`src/rtl/trig_align_pkg.sv`:
```
// trig_align_pkg: shared definitions for the trigger alignment block.
// Provides the phase-scanner state encoding, the field layout of the 3-bit
// setting index {polswap, phase_sel} and the number of oversampler settings.
package trig_align_pkg;

    typedef enum logic [2:0] {
        IDLE,
        SET,
        SETTLE,
        MEASURE,
        APPLY,
        LOCKED
    } scan_state_e;

    localparam int PHASE_LSB    = 0;
    localparam int PHASE_W      = 2;
    localparam int POLSWAP_BIT  = 2;
    localparam int NUM_SETTINGS = 8;

endpackage

```
`src/rtl/err_window_counter.sv`:
```
// err_window_counter: fixed-length window counter with a saturating error count.
// Ports:
//   clk_i, rst_i : clock and synchronous active-high reset
//   en_i         : count while high; low clears window position and error count
//   err_i        : error strobe sampled every enabled cycle
//   done_o       : high on the last cycle of each DWELL_CYCLES-long window
//   count_o      : error count including the current cycle (final count when done_o)
module err_window_counter #(
    parameter int DWELL_CYCLES = 1024,
    parameter int CW           = 11
) (
    input  logic          clk_i,
    input  logic          rst_i,
    input  logic          en_i,
    input  logic          err_i,
    output logic          done_o,
    output logic [CW-1:0] count_o
);

    localparam int WW = $clog2(DWELL_CYCLES + 1);

    logic [WW-1:0] win_q, win_d;
    logic [CW-1:0] cnt_q, cnt_d;

    always_comb begin
        count_o = (err_i && cnt_q != '1) ? cnt_q + 1'b1 : cnt_q;
        done_o  = en_i && win_q == WW'(DWELL_CYCLES - 1);
        // The window restarts by itself after each boundary.
        win_d   = (!en_i || done_o) ? '0 : win_q + 1'b1;
        cnt_d   = (!en_i || done_o) ? '0 : count_o;
    end

    always_ff @(posedge clk_i) begin
        if (rst_i) begin
            win_q <= '0;
            cnt_q <= '0;
        end else begin
            win_q <= win_d;
            cnt_q <= cnt_d;
        end
    end

endmodule

```
`src/rtl/sof_phase_scanner.sv`:
```
// sof_phase_scanner: phase/polarity scan and lock controller for the trigger-link oversampler.
// Scans all 8 settings {polswap, phase_sel}, counts phase errors per setting over a
// dwell window, applies the cleanest one and monitors it, rescanning on lost lock.
// Ports:
//   clock, reset : 40 MHz logic clock, synchronous active-high reset
//   enable       : run the scanner; low forces IDLE
//   rescan       : single-cycle restart request (ignored in IDLE)
//   phase_err    : synchronized oversampler phase error
//   phase_sel, polswap : applied setting, to the oversampler
//   locked, scanning   : status
//   best_setting, best_errcnt : chosen setting and its error count
//   relock_cnt   : saturating count of lock-lost events
//   err_hist     : per-setting last MEASURE count (only with SOF_PHASE_SCANNER_HISTORY_EN)
module sof_phase_scanner
    import trig_align_pkg::*;
#(
    parameter int DWELL_CYCLES  = 1024,
    parameter int SETTLE_CYCLES = 8,
    parameter int LOCK_MAX_ERR  = 4,
    parameter int LOST_THRESH   = 16,
    parameter int CW            = 11
) (
    input  logic          clock,
    input  logic          reset,
    input  logic          enable,
    input  logic          rescan,
    input  logic          phase_err,
    output logic [1:0]    phase_sel,
    output logic          polswap,
    output logic          locked,
    output logic          scanning,
    output logic [2:0]    best_setting,
    output logic [CW-1:0] best_errcnt,
    output logic [7:0]    relock_cnt
`ifdef SOF_PHASE_SCANNER_HISTORY_EN
    ,
    output logic [8*CW-1:0] err_hist
`endif
);

    localparam int SW = $clog2(SETTLE_CYCLES + 1);

    scan_state_e   state_q;
    logic [2:0]    idx_q;
    logic [2:0]    best_set_q;
    logic [CW-1:0] best_err_q;
    logic [SW-1:0] sc_q;
    logic          locked_q;
    logic          scanning_q;
    logic [7:0]    relock_q;
    logic          win_done;
    logic [CW-1:0] win_cnt;

    err_window_counter #(
        .DWELL_CYCLES(DWELL_CYCLES),
        .CW          (CW)
    ) u_win (
        .clk_i  (clock),
        .rst_i  (reset),
        .en_i   (state_q == MEASURE || state_q == LOCKED),
        .err_i  (phase_err),
        .done_o (win_done),
        .count_o(win_cnt)
    );

    always_ff @(posedge clock) begin
        if (reset) begin
            state_q    <= IDLE;
            idx_q      <= '0;
            best_set_q <= '0;
            best_err_q <= '0;
            sc_q       <= '0;
            locked_q   <= 1'b0;
            scanning_q <= 1'b0;
            relock_q   <= '0;
        end else if (!enable) begin
            state_q    <= IDLE;
            sc_q       <= '0;
            locked_q   <= 1'b0;
            scanning_q <= 1'b0;
        end else if (rescan && state_q != IDLE) begin
            state_q    <= SET;
            sc_q       <= '0;
            locked_q   <= 1'b0;
            scanning_q <= 1'b1;
        end else begin
            case (state_q)
                IDLE: begin
                    state_q    <= SET;
                    scanning_q <= 1'b1;
                end
                SET: begin
                    idx_q      <= '0;
                    best_err_q <= '1;
                    best_set_q <= '0;
                    state_q    <= SETTLE;
                end
                SETTLE: begin
                    sc_q    <= (sc_q == SW'(SETTLE_CYCLES - 1)) ? '0 : sc_q + 1'b1;
                    state_q <= (sc_q == SW'(SETTLE_CYCLES - 1)) ? MEASURE : SETTLE;
                end
                MEASURE: begin
                    if (win_done) begin
                        // Strict compare: on a tie the lower index already stored wins.
                        if (win_cnt < best_err_q) begin
                            best_err_q <= win_cnt;
                            best_set_q <= idx_q;
                        end
                        if (idx_q == 3'(NUM_SETTINGS - 1)) begin
                            state_q    <= APPLY;
                            scanning_q <= 1'b0;
                        end else begin
                            idx_q   <= idx_q + 1'b1;
                            state_q <= SETTLE;
                        end
                    end
                end
                APPLY: begin
                    // APPLY also holds the post-apply pipeline flush (sc 0..SETTLE_CYCLES).
                    idx_q <= best_set_q;
                    if (best_err_q > CW'(LOCK_MAX_ERR)) begin
                        state_q    <= SET;
                        scanning_q <= 1'b1;
                        sc_q       <= '0;
                    end else if (sc_q == SW'(SETTLE_CYCLES)) begin
                        state_q  <= LOCKED;
                        locked_q <= 1'b1;
                        sc_q     <= '0;
                    end else begin
                        sc_q <= sc_q + 1'b1;
                    end
                end
                LOCKED: begin
                    if (win_done && win_cnt > CW'(LOST_THRESH)) begin
                        state_q    <= SET;
                        locked_q   <= 1'b0;
                        scanning_q <= 1'b1;
                        relock_q   <= relock_q + {7'd0, relock_q != 8'hFF};
                    end
                end
                default: state_q <= IDLE;
            endcase
        end
    end

`ifdef SOF_PHASE_SCANNER_HISTORY_EN
    logic [8*CW-1:0] hist_q;

    always_ff @(posedge clock) begin
        if (reset)
            hist_q <= '0;
        else if (enable && !rescan && state_q == MEASURE && win_done)
            hist_q[idx_q*CW +: CW] <= win_cnt;
    end

    assign err_hist = hist_q;
`endif

    assign phase_sel    = idx_q[PHASE_LSB +: PHASE_W];
    assign polswap      = idx_q[POLSWAP_BIT];
    assign locked       = locked_q;
    assign scanning     = scanning_q;
    assign best_setting = best_set_q;
    assign best_errcnt  = best_err_q;
    assign relock_cnt   = relock_q;

endmodule

```
`config.mk`:
```
export PLATFORM = sky130hd
export DESIGN_NAME = sof_phase_scanner
export DESIGN_NICKNAME = d
export VERILOG_FILES = /design/src/rtl/trig_align_pkg.sv /design/src/rtl/err_window_counter.sv /design/src/rtl/sof_phase_scanner.sv
export SDC_FILE = /design/constraint.sdc
export NUM_CORES = 1
export LEC_CHECK = 0
export ABC_CLOCK_PERIOD_IN_PS = 4220
export CORE_MARGIN = 3
export CORE_UTILIZATION = 45
export DETAILED_ROUTE_END_ITERATION = 16
export GPL_TIMING_DRIVEN = 0
export HOLD_SLACK_MARGIN = 0.15
export MAX_ROUTING_LAYER = met4
export PLACE_DENSITY = 0.7
export SYNTH_ARGS = -nofsm -noshare
export SYNTH_HDL_FRONTEND = slang
export SYNTH_SLANG_ARGS = --single-unit
export TNS_END_PERCENT = 30
```
`constraint.sdc`:
```
create_clock -name clock -period 4.22 [get_ports clock]
set_clock_uncertainty 0.05 [all_clocks]
set_input_delay 0.844 -clock clock [delete_from_list [all_inputs] [get_ports clock]]
set_output_delay 0.844 -clock clock [all_outputs]
set_load 0.01 [all_outputs]
```
-- Word-level counts from Yosys, hierarchy flattened
Cells that the tools add are included.
- add/subtract/negate cells: 5
- $mul: 0
- divide/modulo/power cells: 0
- $lt $le $gt $ge: 3
- equal/unequal tests: 23
- shift-type cells: 0
- mux-type cells: 32
- bitwise logic cells: 2
- reduce and logical (&&, ||, !) cells: 24
- operators by type and width (kind ; number):
    $mux W11 ; 3
    $mux W3 ; 9
    $add A11 B1 Y11 const B ; 2
    $pmux W11 S2 ; 1
    $pmux W3 S6 ; 1
    $reduce_and A5 Y1 ; 3
    $mux W4 ; 3
    $eq A11 B10 Y1 const B ; 1
    $gt A11 B3 Y1 const B ; 1
    $gt A11 B5 Y1 const B ; 1
    $lt A11 B11 Y1 ; 1
    $ne A11 B11 Y1 const B ; 1
    $mux W1 ; 10
    $eq A3 B3 Y1 const B ; 3
    $pmux W3 S3 ; 1
    $add A8 B1 Y8 ; 1
    $ne A2 B2 Y1 const B ; 4
    $ne A8 B8 Y1 const B ; 1
    $pmux W4 S2 ; 1
    $reduce_and A4 Y1 ; 2
    $eq A3 B2 Y1 const B ; 2
    $ne A3 B1 Y1 const B ; 2
    $ne A3 B3 Y1 const B ; 2
    $pmux W3 S2 ; 1
    21 further kinds ; 32
- register bits: 56
- latch bits: 0
- memory bits (writable): 0
- bits in read-only memories: 0
- output and inout bits: 27
- memories kept: 0

-- Logic depth before layout (Yosys ltp)
Gate-level depths: netlist of run 1.
- depth after elaboration: 8
- mapped depth: 16
- gate-level depth less buffers: 15

-- Hierarchy
A second synthesis of run 1 with hierarchy kept.
- cells, all modules: 368
- area total of the unflattened synthesis: 3236.9 um^2
- by module, submodules not included (module ; instances ; cells each ; area an instance (um^2) ; seq. area each (um^2)):
    sof_phase_scanner ; 1 ; 253 ; 2185.8 ; 680.7
    err_window_counter ; 1 ; 115 ; 1051.0 ; 440.4

-- Least setup slack after synthesis of run 1
OpenSTA, ideal clock, no wires.
- kind: input-to-reg
- start: input phase_err
- end: register best_err_q[0] (netlist: best_errcnt[0])
- library setup time: 139 ps
- arrival: 3165 ps
- required time: 4031 ps
- slack: 866 ps
- stages: 14
- path buffers: 1
- cell sequence: nand4_1 > nand2b_1 > nor2_1 > and3_1 > xnor2_1 > inv_1 > ha_1 > nand4_1 > nor2_1 > a221oi_1 > o21ai_0 > a2111oi_4 > buf_6 > a221oi_1
- cells in the longest elaborated chain, start to end: 5
- elaborated cells on any way between the ends: 8
- classes of those cells: order compare: 1; eq/ne: 1; mux: 4; reduce/logical: 2
- RTL lines (item ; RTL line ; RTL):
    from (decl) ; sof_phase_scanner.sv:27 ; input logic phase_err,
    $logic_and A1 B1 Y1 ; err_window_counter.sv:26 ; count_o = (err_i && cnt_q != '1) ? cnt_q + 1'b1 : cnt_q;
    $mux W11 ; err_window_counter.sv:26 ;
    named net u_win.count_o[9] ; err_window_counter.sv:17 ; output logic [CW-1:0] count_o
    $lt A11 B11 Y1 ; sof_phase_scanner.sv:105 ; if (win_cnt < best_err_q) begin
    $ne A2 B1 Y1 (no source line) ; - ;
    $reduce_and A5 Y1 (no source line) ; - ;
    to (signal assigned) ; sof_phase_scanner.sv:106 ; best_err_q <= win_cnt;
    to (decl) ; sof_phase_scanner.sv:46 ; logic [CW-1:0] best_err_q;
The timed path passes the listed nets, and every way through them passes these cells. The select of a mux whose other input is x is not followed.
A chain may end at the register's enable or synchronous reset.

-- Final worst setup path of run 1
- start: register u_win.cnt_q[0]
- end: register best_err_q[0] (netlist: best_errcnt[0])
- cells in the longest elaborated chain, start to end: 6
- elaborated cells on any way between the ends: 10
- classes of those cells: add/sub: 1; order compare: 1; eq/ne: 2; mux: 4; reduce/logical: 2
- RTL lines (item ; RTL line ; RTL):
    from (decl) ; err_window_counter.sv:23 ; logic [CW-1:0] cnt_q, cnt_d;
    from (signal assigned) ; err_window_counter.sv:39 ; cnt_q <= cnt_d;
    parallel branches: the longest is 2 deep, another holds $add A11 B1 Y11 ; - ;
    $mux W11 (*) ; err_window_counter.sv:26 ;
    named net u_win.count_o[9] ; err_window_counter.sv:17 ;
    $lt A11 B11 Y1 (*) ; sof_phase_scanner.sv:105 ;
    $ne A2 B1 Y1 (no source line) (*) ; - ;
    $reduce_and A5 Y1 (no source line) (*) ; - ;
Mark *: on every way through the listed nets, which the timed path passes. The select of a mux whose other input is x is not followed.

==> flow_summary.json, run 1 <==
{
  "synthMuxAreaShare": 0.0260,
  "drive_above_1_share": 0.106,
  "synth_xor_area_frac": 0.0465,
  "via_count": 2765,
  "syn_to_final_growth_pct": 17.6,
  "synth_warnings": 0,
  "finalCritPeriodShare": 0.923,
  "drc": 0,
  "synth.largest_area_cell": "dfxtp_1",
  "nets": 425,
  "cts.path.max_buffers": 2,
  "clkSinkCount": 56,
  "grt_pass1_vias": 2558,
  "ys_ff_latch": 56,
  "vdd_ir_drop_max_v": 0.000141,
  "htree_levels": 2,
  "cts_hold_buffers": 0,
  "antenna_left": 0,
  "cts_tree": "yes",
  "num_rows": 29,
  "clk_latency_ps": 310,
  "grt_pass1_wl_um": 12000,
  "hold_ws_ps": 414,
  "die_w_um": 90.0,
  "gp_congestion": 0.882,
  "required_ps": 4330,
  "cts_root_buffer": "clkbuf_8",
  "ios": 32,
  "status": "finished clean",
  "min_from": "u_win.win_q[0]",
  "grt_usage": 0.182,
  "p_total_w": 0.00103,
  "grt_overflow": 0,
  "setup_viol": 0,
  "p_leak_nw": 1.41,
  "synthSimpleGateAreaFrac": 0.254,
  "clock.fmax_mhz": 257,
  "min_period_ps": 3900,
  "synth_top_family_by_area": "simple AND/OR/NAND/NOR gates",
  "cp-start-kind": "register",
  "seq_area_frac_synth": 0.353,
  "crit_type": "register to register",
  "synth_fa_ha_area_frac": 0.0671,
  "finalMaxSlewViolations": 0,
  "synth_area_um2": 3170,
  "rsz0062_at_grt": "no",
  "placed_cell_area_um2": 3590,
  "syn_nets": 387,
  "diodes": 0,
  "avgRoutedWirePerCell_um": 14.3,
  "synth_area_per_cell_um2": 8.69,
  "maxSlewHeadroom": 0.538,
  "p_per_area_nw_per_um2": 276,
  "start_util": 0.480,
  "dominantRegCellSynth": "dfxtp_1",
  "synth_compound_area_frac": 0.202,
  "synth_async_sr_flop_share": 0,
  "crit_path_end_kind": "register",
  "finalHoldViolCount": 0,
  "synthCells": 365,
  "drtIter0Drc": 133,
  "hp-class": "register to register",
  "synth_cell_types": 59,
  "synth_area_leaders": "dfxtp_1, ha_1, nor2_1",
  "cts_buffers": 5,
  "layout_common_cells": "dfxtp_1, nor2_1, clkdlybuf4s50_1, nand2_1, inv_1",
  "fillCellCount": 635,
  "finalInstanceArea_um2": 3730,
  "die_area_um2": 8090,
  "synth_top_area_frac": 0.353,
  "startpoint": "u_win.cnt_q[0]",
  "dpl.hpwl_um": 5330,
  "final_common_cell": "dfxtp_1",
  "grt_antenna_before_repair": 0,
  "drtPass1Iterations": 4,
  "vias_per_cell": 5.56,
  "die_h_um": 90.0,
  "wl_um": 7110,
  "setup_ws_ps": 323,
  "maxCapViolCount": 0,
  "fp.coreArea_um2": 6600,
  "clk_pin_slew_ps": 80,
  "tightest_slew_ps": 686,
  "critPathMaxFanout": 10,
  "synth-edff-count": 0,
  "grt_max_degree": 17,
  "reg2reg_from": "u_win.cnt_q[0]",
  "arrival_ps": 4000,
  "dpl_worst_slack_ps": -263,
  "port-buffer-count": 30,
  "tns_ps": 0
}
[worst max-delay path, stage by stage, from the launching register on]
cell and delay, ps:
dfxtp_1 450, ha_1 250, nand4_1 220, nor3_2 310, nor2_1 120, and3_1 200
xnor2_1 280, inv_1 80, ha_1 300, nand4_1 120, nor2_1 100, a221oi_1 360
o21ai_1 190, a2111oi_4 420, buf_6 220, a221oi_1 80
[area by class of cell]
| type | instances | area, um2 | area share |
|---|---|---|---|
| clock inverter | 1 | 30.0 | 0.00805 |
| timing repair buffer | 31 | 310 | 0.0832 |
| inverter | 24 | 90.1 | 0.0242 |
| multi-input combinational | 273 | 1890 | 0.508 |
| sequential | 56 | 1120 | 0.301 |
| tap | 93 | 116 | 0.0312 |
| clock buffer | 7 | 96.3 | 0.0258 |
| buffer | 12 | 72.6 | 0.0195 |
[power breakdown]
group	leakage (nW)	internal, W	total (W)	switching (W)
Combinational	0.888	0.0000448	0.000104	0.0000589
Sequential	0.453	0.000538	0.000546	0.00000875
Clock	0.0645	0.000210	0.000381	0.000171
Total	1.41	0.000792	0.00103	0.000239
[sequential cells by signal (all words and copies together), names as in the netlist]
name,cells
best_setting,3
locked,1
relock_cnt,8
state_q,3
idx_q,3
scanning,1
sc_q,4
best_errcnt,11
u_win.cnt_q,11
u_win.win_q,11
[per-stage QoR]
| stage | instances | utilization |
|---|---|---|
| floorplan | 365 | - |
| global placement | 488 | 0.543 |
| detailed placement | 488 | 0.543 |
| CTS | 496 | 0.563 |
| global route | 497 | 0.565 |
| finish | 497 | 0.565 |
[kinds of logic (layout without fill, tap and decap cells)]
family          after synthesis  in the layout
compound gates               81             81
xor+xnor                     16             16
fa+ha+maj                    17             17
buf+inv                      36             75
flops                        56             56
mux                           8              8
simple gates                151            151
[cells in the mapped netlist (7+ instances only)]
| cell | number |
|---|---|
| dfxtp_1 | 56 |
| nor2_1 | 48 |
| nand2_1 | 26 |
| inv_1 | 24 |
| ha_1 | 17 |
| a21oi_1 | 14 |
| o21ai_0 | 14 |
| nand3_1 | 13 |
| a221oi_1 | 11 |
| nand4_1 | 9 |
| xnor2_1 | 9 |
| a211oi_1 | 7 |
| nand2b_1 | 7 |
| o31ai_1 | 7 |
[path summary, 6_finish.rpt]
kind | endpoint | slack [ps] | cells after the start
worst max-delay path | best_errcnt[0] | 320 | 15
worst min-delay path | u_win.win_q[0] | 410 | 1
worst max register to register | best_errcnt[0] | 320 | 15
worst min register to register | u_win.win_q[0] | 410 | 1
[layer usage]
metal / routed length (um) / vias to the layer above / global-route usage / part of all wire
met2: 3370 / 44 / 0.293 / 0.47
met1: 3430 / 1308 / 0.233 / 0.48
li1: - / 1407 / - / -
met4: 67 / 0 / 0.0523 / 0.0094
met5: 0 / - / - / 0
met3: 238 / 6 / 0.0351 / 0.033
[what timing repair did]
item | in CTS | in global routing
buffers inserted | 0 | 1
endpoints found under the setup margin | 0 | 12
gates resized for setup | 0 | 3
endpoints found under the hold margin | 0 | 0
Power figures use the tool's default switching activity.
==> run 2, diff against run 1 <==
--- a/config.mk
+++ b/config.mk
@@ -13,6 +13,7 @@
 export HOLD_SLACK_MARGIN = 0.15
 export MAX_ROUTING_LAYER = met4
 export PLACE_DENSITY = 0.7
+export RECOVER_POWER = 50
 export SYNTH_ARGS = -nofsm -noshare
 export SYNTH_HDL_FRONTEND = slang
 export SYNTH_SLANG_ARGS = --single-unit
==> run 2 against run 1 <==
Against the previous run:
- maximum frequency grew 0.15%
- largest cell class unchanged
- final area is the same
- via count is essentially flat
- largest power group unchanged
- flip-flop and latch count is the same
- clock power is essentially flat
- sequential power is essentially flat
- non-clock buffer count is the same
- total power shrank 0.17%
- critical path type unchanged
- first-iteration DRC count shrank 2.3%
==> flow_summary.json, run 2 (synthesis results as in run 1) <==
{
  "clk_latency_ps": 310,
  "drc": 0,
  "clkSinkCount": 56,
  "drtPass1Iterations": 4,
  "die_w_um": 90.0,
  "final_common_cell": "dfxtp_1",
  "antenna_left": 0,
  "via_count": 2767,
  "cp-start-kind": "register",
  "arrival_ps": 4000,
  "setup_viol": 0,
  "fp.coreArea_um2": 6600,
  "clock.fmax_mhz": 257,
  "tightest_slew_ps": 691,
  "min_period_ps": 3890,
  "nets": 425,
  "p_leak_nw": 1.49,
  "clk_pin_slew_ps": 90,
  "setup_ws_ps": 329,
  "num_rows": 29,
  "rsz0062_at_grt": "no",
  "finalMaxSlewViolations": 0,
  "die_area_um2": 8090,
  "dpl_worst_slack_ps": -263,
  "port-buffer-count": 30,
  "p_total_w": 0.00103,
  "crit_path_end_kind": "register",
  "avgRoutedWirePerCell_um": 14.3,
  "crit_type": "register to register",
  "finalHoldViolCount": 0,
  "vdd_ir_drop_max_v": 0.000141,
  "grt_overflow": 0,
  "numPlacedInstances": 488,
  "dpl.hpwl_um": 5330,
  "maxCapViolCount": 0,
  "maxSlewHeadroom": 0.535,
  "syn_to_final_growth_pct": 17.6,
  "layout_common_cells": "dfxtp_1, nor2_1, nand2_1, dlygate4sd3_1, inv_1",
  "cts.path.max_buffers": 2,
  "hp-class": "register to register",
  "cts_buffers": 5,
  "critPathMaxFanout": 10,
  "p_per_area_nw_per_um2": 276,
  "gp_congestion": 0.882,
  "start_util": 0.480,
  "critPathMaxStageDelay_ps": 450,
  "cts_tree": "yes",
  "grt_pass1_wl_um": 12000,
  "grt_usage": 0.182,
  "cts_root_buffer": "clkbuf_8",
  "drive_above_1_share": 0.106,
  "tns_ps": 0,
  "required_ps": 4330,
  "critPathTopFamily": "simple AND/OR/NAND/NOR gates",
  "wl_um": 7110,
  "fin_cells": 497,
  "htree_levels": 2,
  "vias_per_cell": 5.57,
  "crit_chain": "ha_1, nand4_1, nor3_2, nor2_1, and3_1, xnor2_1, inv_1, ha_1, nand4_1, nor2_1, a221oi_1, o21ai_1, a2111oi_4, buf_6, a221oi_1",
  "finalCritPeriodShare": 0.922,
  "grt_max_degree": 17,
  "status": "finished clean",
  "fillCellCount": 635,
  "grt_antenna_before_repair": 0,
  "die_h_um": 90.0,
  "ios": 32,
  "cp_num_buf_inv": 2,
  "slowest_stage": "dfxtp_1",
  "drtIter0Drc": 130,
  "diodes": 0,
  "grt_pass1_vias": 2558
}
[run 2: cell types whose count changed in the layout (fill, tap and decap cells not counted)]
cell | previous run | this run
and2_0 | 0 | 1
dlygate4sd3_1 | 0 | 26
clkdlybuf4s50_1 | 29 | 3
and2_1 | 2 | 1
[run 2: worst reg2reg max path, stage by stage, from the launching register on]
cell	delay (ps)
dfxtp_1	450
ha_1	250
nand4_1	220
nor3_2	310
nor2_1	120
and3_1	200
xnor2_1	270
inv_1	80
ha_1	300
nand4_1	120
nor2_1	100
a221oi_1	360
o21ai_1	190
a2111oi_4	420
buf_6	220
a221oi_1	90
[run 2: path summary, 6_finish.rpt]
path	slack, ps	start	cells past startpoint	end
worst max-delay path	330	u_win.cnt_q[0]	15	best_errcnt[0]
worst min-delay path	410	u_win.win_q[0]	1	u_win.win_q[0]
worst max register to register	330	u_win.cnt_q[0]	15	best_errcnt[0]
worst min register to register	410	u_win.win_q[0]	1	u_win.win_q[0]
[run 2: timing repair]
action / CTS / global route
buffers inserted: 0 / 1
setup endpoints to repair: 0 / 12
hold buffers: 0 / 0
gates resized for setup: 0 / 3
[run 2: per-layer routing]
layer	vias to the layer above	wire length (um)	part of all wire	global-route usage
met5	-	0	0	-
met4	0	67	0.0094	0.0523
met3	6	260	0.037	0.0351
met2	45	3380	0.48	0.293
met1	1307	3400	0.48	0.233
li1	1409	-	-	-
[run 2: layout make-up]
type                            count  area [um2]  area share
Buffer                             12        72.6      0.0195
Clock buffer                        7        96.3      0.0258
Clock inverter                      1        30.0     0.00805
Inverter                           24        90.1      0.0242
Multi-Input combinational cell    273        1890       0.508
Sequential cell                    56        1120       0.301
Tap cell                           93         116      0.0312
Timing Repair Buffer               31         310      0.0832
[run 2: where the power goes]
| part | total (W) | switching (W) | internal, W | leakage, nW |
|---|---|---|---|---|
| Clock | 0.000383 | 0.000173 | 0.000210 | 0.0645 |
| Sequential | 0.000546 | 0.00000839 | 0.000538 | 0.453 |
| Combinational | 0.000101 | 0.0000589 | 0.0000418 | 0.969 |
| Total | 0.00103 | 0.000240 | 0.000789 | 1.49 |
[run 2: stage by stage]
stage,util,hold slack (ps),area [um2]
floorplan,-,376,3170
global placement,0.543,394,3590
detailed placement,0.543,397,3590
CTS,0.563,419,3710
global route,0.565,435,3730
finish,0.565,413,3730
